$ cat src/rtl/dds_avalon_mm_config_master.sv
// Avalon-MM master that loads the coarse_step table, tipo_ajuste and enable into the DDS
// register slave, with optional read-back verify before the enable write.
module dds_avalon_mm_config_master #(
   parameter int N_STEPS     = 16,
   parameter int DATA_W      = 32,
   parameter int ADDR_W      = 5,
   parameter int TIPO_ADDR   = 17,
   parameter int ENABLE_ADDR = 16,
   parameter int TIMEOUT     = 255
) (
   input  logic                           clock,
   input  logic                           reset,
   input  logic                           start,
   input  logic [N_STEPS-1:0][DATA_W-1:0] i_step_table,
   input  logic                           i_tipo_ajuste,
   input  logic                           i_enable,
   input  logic                           i_verify,
   output logic                           o_busy,
   output logic                           o_done,
   output logic                           o_error,
   output logic [ADDR_W-1:0]              o_error_addr,
   output logic [ADDR_W-1:0]              avm_address,
   output logic                           avm_chipselect,
   output logic                           avm_write,
   output logic                           avm_read,
   output logic [DATA_W-1:0]              avm_writedata,
   input  logic [DATA_W-1:0]              avm_readdata,
   input  logic                           avm_waitrequest
);

   localparam int IDX_W  = (N_STEPS > 1) ? $clog2(N_STEPS) : 1;
   localparam int WAIT_W = (TIMEOUT > 1) ? $clog2(TIMEOUT + 1) : 1;
   localparam logic [IDX_W-1:0]  LAST_IDX  = IDX_W'(N_STEPS - 1);
   localparam logic [WAIT_W-1:0] LAST_WAIT = WAIT_W'(TIMEOUT - 1);

   typedef enum logic [2:0] {
      IDLE, WR_TAB, WR_TIPO, RD_TAB, RD_TIPO, WR_EN, DONE
   } state_t;

   state_t                         state, state_nxt;
   logic [IDX_W-1:0]               idx, idx_nxt;
   logic [WAIT_W-1:0]              wait_cnt, wait_nxt;
   logic [N_STEPS-1:0][DATA_W-1:0] table_q;
   logic                           tipo_q, enable_q, verify_q;
   logic                           accept, fail;
   logic [DATA_W-1:0]              expected;

   always_ff @(posedge clock or posedge reset) begin
      if (reset) begin
         state    <= IDLE;
         idx      <= '0;
         wait_cnt <= '0;
      end else begin
         state    <= state_nxt;
         idx      <= idx_nxt;
         wait_cnt <= wait_nxt;
      end
   end

   // Inputs are captured once so a mid-run change cannot leak into the sequence.
   always_ff @(posedge clock or posedge reset) begin
      if (reset) begin
         table_q  <= '0;
         tipo_q   <= 1'b0;
         enable_q <= 1'b0;
         verify_q <= 1'b0;
      end else if (accept) begin
         table_q  <= i_step_table;
         tipo_q   <= i_tipo_ajuste;
         enable_q <= i_enable;
         verify_q <= i_verify;
      end
   end

   // Only the first failing transfer is recorded until the next accepted start.
   always_ff @(posedge clock or posedge reset) begin
      if (reset) begin
         o_error      <= 1'b0;
         o_error_addr <= '0;
      end else if (accept) begin
         o_error      <= 1'b0;
         o_error_addr <= '0;
      end else if (fail && !o_error) begin
         o_error      <= 1'b1;
         o_error_addr <= avm_address;
      end
   end

   always_comb begin
      state_nxt     = state;
      idx_nxt       = idx;
      wait_nxt      = wait_cnt;
      accept        = 1'b0;
      fail          = 1'b0;
      expected      = '0;
      avm_write     = 1'b0;
      avm_read      = 1'b0;
      avm_address   = '0;
      avm_writedata = '0;
      o_done        = 1'b0;

      case (state)
         IDLE: begin
            if (start) begin
               accept    = 1'b1;
               state_nxt = WR_TAB;
               idx_nxt   = '0;
               wait_nxt  = '0;
            end
         end
         WR_TAB: begin
            avm_write     = 1'b1;
            avm_address   = ADDR_W'(idx);
            avm_writedata = table_q[idx];
         end
         WR_TIPO: begin
            avm_write     = 1'b1;
            avm_address   = ADDR_W'(TIPO_ADDR);
            avm_writedata = DATA_W'(tipo_q);
         end
         RD_TAB: begin
            avm_read    = 1'b1;
            avm_address = ADDR_W'(idx);
            expected    = table_q[idx];
         end
         RD_TIPO: begin
            avm_read    = 1'b1;
            avm_address = ADDR_W'(TIPO_ADDR);
            expected    = DATA_W'(tipo_q);
         end
         WR_EN: begin
            avm_write     = 1'b1;
            avm_address   = ADDR_W'(ENABLE_ADDR);
            avm_writedata = DATA_W'(enable_q);
         end
         DONE: begin
            o_done    = 1'b1;
            state_nxt = IDLE;
         end
         default: state_nxt = IDLE;
      endcase

      if (avm_write || avm_read) begin
         if (avm_waitrequest) begin
            if (wait_cnt == LAST_WAIT) begin
               fail      = 1'b1;
               wait_nxt  = '0;
               state_nxt = DONE;
            end else begin
               wait_nxt = wait_cnt + WAIT_W'(1);
            end
         end else begin
            wait_nxt = '0;
            if (avm_read && (avm_readdata != expected))
               fail = 1'b1;
            case (state)
               WR_TAB: begin
                  if (idx == LAST_IDX) begin
                     idx_nxt   = '0;
                     state_nxt = WR_TIPO;
                  end else begin
                     idx_nxt = idx + IDX_W'(1);
                  end
               end
               WR_TIPO: state_nxt = verify_q ? RD_TAB : WR_EN;
               RD_TAB: begin
                  if (idx == LAST_IDX) begin
                     idx_nxt   = '0;
                     state_nxt = RD_TIPO;
                  end else begin
                     idx_nxt = idx + IDX_W'(1);
                  end
               end
               // Any mismatch so far, including this last read, suppresses the enable write.
               RD_TIPO: state_nxt = (o_error || fail) ? DONE : WR_EN;
               WR_EN:   state_nxt = DONE;
               default: ;
            endcase
         end
      end
   end

   assign avm_chipselect = avm_write | avm_read;
   assign o_busy         = (state != IDLE) && (state != DONE);

endmodule
$ cat config.mk
export PLATFORM = sky130hd
export DESIGN_NAME = dds_avalon_mm_config_master
export DESIGN_NICKNAME = d
export VERILOG_FILES = /design/src/rtl/dds_avalon_mm_config_master.sv
export SDC_FILE = /design/constraint.sdc
export NUM_CORES = 2
export LEC_CHECK = 0
export BUFFER_PORTS_ARGS = -buffer_cell sky130_fd_sc_hd__buf_2
export CAP_MARGIN = 40
export CORE_AREA = 5 5 228 230
export DETAILED_ROUTE_END_ITERATION = 7
export DIE_AREA = 0 0 233 235
export PLACE_DENSITY = 0.73
export SLEW_MARGIN = 40
export SYNTH_ARGS = -nofsm -noshare
export SYNTH_HDL_FRONTEND = slang
export SYNTH_SLANG_ARGS = --single-unit
$ cat constraint.sdc
create_clock -name clock -period 50.7 [get_ports clock]
set_clock_uncertainty 0.05 [all_clocks]
set_input_delay 15.21 -clock clock [delete_from_list [all_inputs] [get_ports clock]]
set_output_delay 15.21 -clock clock [all_outputs]
set_load 0.005 [all_outputs]
==> results.py <==
metrics = {
    "global_routing": {
        "grt_max_degree": 159,
        "grt_overflow": 0,
        "antenna_found_initial": 8,
        "grt_pass1_wl_um": 136000,
        "grt_use_total_pct": 32.3,
        "grt_pass1_vias": 23475,
    },
    "route": {
        "drt-total-wl_um": 90300,
        "drc": 0,
        "drt-wirelength-per-cell_um": 21.8,
        "vias": 22844,
        "drt.antenna.violating_nets": 0,
        "first_pass_iters": 6,
        "avgViaCountPerCell": 5.53,
        "drtIter0Drc": 2336,
    },
    "sta": {
        "hold_violations": 0,
        "fin_crit_sh_pct": 38.8,
        "min_period_ns": 19.66,
        "finalSetupViolations": 0,
        "worst_pin_slew_ns": 0.883,
        "max_freq_mhz": 50.9,
        "max-slew-margin-rel_pct": 41.1,
        "rsz0062_at_grt": "no",
        "setup_slack_ns": 31.04,
        "final_max_slew_viol_count": 0,
        "tns_ns": 0,
    },
    "worst_setup_path": {
        "worstPathMaxFanout": 48,
        "worstPathArrival_ns": 4.40,
        "cpMaxStageDelayCell": "dfrtp_4",
        "cp.required_ns": 35.44,
        "path_class": "reg2out",
        "crit_chain": "buf_4, buf_6, mux4_2, mux2i_1, nor3_1, a31oi_2, a21boi_0, o32ai_1, buf_2",
        "cpLargestDelayFamily": "buffers and inverters",
        "setup.worst_path.start_class": "flop",
        "critPathCaptureType": "primary output",
        "cp_slowest_stage_delay_ns": 0.73,
        "cp.buffers_inverters": 3,
    },
    "pwr": {
        "switching_power_mw": 0.773,
        "p_clk_share_pct": 21.3,
        "ir_drop_mv": 0.0327,
        "powerDensity_nw_per_um2": 62.7,
        "seqPwrFrac_pct": 38.6,
        "comb_power_share_pct": 40.1,
        "p_total_mw": 1.94,
        "internal_power_mw": 1.17,
        "swShare_pct": 39.8,
        "leakagePower_nw": 16.5,
    },
    "synth": {
        "avgSynthCellArea_um2": 8.81,
        "syn-cell-area_um2": 25600,
        "async_reset_ff_share_pct": 100,
        "synthCells": 2909,
        "synthFlopType": "dfrtp_1",
        "synth-edff-count": 0,
        "synth_fp_nets": 3463,
        "netlist.area_leader.share_pct": 52.4,
        "synth_warnings": 0,
        "ys_seq_area_share_pct": 52.4,
        "synth_cell_types": 64,
        "synth_top_area_cell": "dfrtp_1",
        "synth.area.top_cells": "dfrtp_1 (52%), nand2_1 (24%), mux4_2 (6.0%)",
        "ys_ff_latch": 536,
    },
    "clock_tree": {
        "cts_tree": "yes",
        "holdBufCountCts": 0,
        "h-tree-depth": 2,
        "cts_buffers": 56,
        "clk_pin_slew_worst_paths_ns": 0.06,
        "clock_latency_ns": 0.61,
        "postCtsResizedCells": 0,
        "root_buffer": "clkbuf_16",
        "cts.path.max_buffers": 3,
        "numClockSinks": 536,
        "cts_setup_buffers": 0,
    },
    "die": {
        "num_rows": 82,
        "die_y_um": 235,
        "initial_utilization_pct": 51.6,
        "chipWidth_um": 233,
        "core_um2": 49700,
        "io_pins": 599,
        "dieArea_um2": 54800,
    },
    "placement": {
        "gp_congestion": 0.923,
        "dpl.hpwl_um": 67100,
        "dp_slack_ns": 31.43,
        "port_buffers": 598,
    },
    "layout": {
        "syn_to_final_growth_pct": 20.8,
        "final_nets": 3970,
        "drive_gt1_share_pct": 23.5,
        "multiInputGateArea_um2": 11400,
        "nFillCells": 4296,
        "mostFrequentLayoutCell": "nand2_1",
        "layout_common_cells": "nand2_1 (1606), buf_2 (598), dfrtp_1 (532)",
        "post-route-util_pct": 62.3,
        "register_area_um2": 13400,
    },
    "min_path": {
        "hold_path_class": "reg2reg",
    },
    "status": {
        "outcome": "complete, no violations",
    },
    "run": {
        "maxCapViolations": 0,
    },
}
[final timing paths]
kind | from | endpoint | slack [ns] | cells after the start
max reg2reg | idx[0] | o_error_addr[0] | 45.24 | 12
max in group asynchronous | reset | table_q[451] | 33.62 | 5
min in group asynchronous | reset | table_q[11] | 14.59 | 2
min | table_q[237] | table_q[237] | 0.42 | 2
min reg2reg | table_q[237] | table_q[237] | 0.42 | 2
max | idx[0] | avm_writedata[0] | 31.04 | 9
[synth_stat cells (all sizes together), types with 2 or more instances]
library cell	number
o31ai	5
buf	41
nand4	7
o21ai	33
nand2	1607
a21oi	22
or3	3
and2b	2
a22oi	49
a2bb2o	2
xor2	13
nor3	11
o221ai	2
o22a	2
and3	7
a22o	7
a211oi	3
nand2b	9
a2bb2oi	4
o311ai	2
dfrtp	536
mux4	68
clkbuf	137
xnor2	12
nor2	66
inv	15
nand4b	2
nand3	15
a221oi	12
nor2b	13
a31oi	9
mux2	7
ha	3
o22ai	8
nor4	4
o32a	2
and2	7
mux2i	145
[registers in the layout, summed over array words and instances, names as in the netlist]
register and cells:
enable_q 1, idx 4, o_error 1, o_error_addr 5, state 3, table_q 512, tipo_q 1, verify_q 1
wait_cnt 8
[per-stage QoR]
| stage | hold WS [ns] | cells | cell area (um^2) |
|---|---|---|---|
| 3_3_place_gp | 0.402 | 4023 | 28900 |
| 5_1_grt | 0.438 | 4133 | 31000 |
| 6_report | 0.420 | 4134 | 31000 |
| 4_1_cts | 0.422 | 4128 | 30900 |
| 3_5_place_dp | 0.407 | 4029 | 29100 |
| 2_1_floorplan | 0.390 | 2909 | 25600 |
[metal layers]
metal / global-route usage [%] / part of all wire, % / vias up
li1: - / - / 10412
met1: 41.4 / 39 / 11156
met2: 52.6 / 48 / 1044
met3: 6.51 / 7.8 / 228
met4: 15.9 / 5.6 / 4
met5: 0 / 0.030 / -
[power groups by stage]
stage,clock network (mW),logic (mW),registers [mW]
final,0.413,0.778,0.750
after global routing,0.435,0.857,0.771
after CTS,0.418,0.778,0.746
after detailed placement,0,0.772,0.752
after global placement,0,0.743,0.742
after floorplan,0,0.551,0.701
[kinds of logic after synthesis]
kind of cell	share of synthesized area [%]
DFF	52.4
and+or+nand+nor	26.6
buffers and inverters	3.35
adders and majority gates	0.147
AOI/OAI and AO/OA	4.75
muxes	12.0
xor gates and xnor gates	0.855
[worst min-delay path: cells and delay by family (launching register included)]
kind,cells,cell delay (ns)
flip-flops,1,0.33
AND/OR/NAND/NOR,2,0.11
[cell type report]
cell class | instances | share of cell area, %
Tap cell | 672 | 2.72
Inverter | 16 | 0.234
Clock buffer | 83 | 5.38
Timing Repair Buffer | 627 | 10.9
Clock inverter | 16 | 0.562
Sequential cell | 536 | 43.4
Multi-Input combinational cell | 2179 | 36.8
Antenna cell | 5 | 0.0404
(Power assumes the default switching activity.)
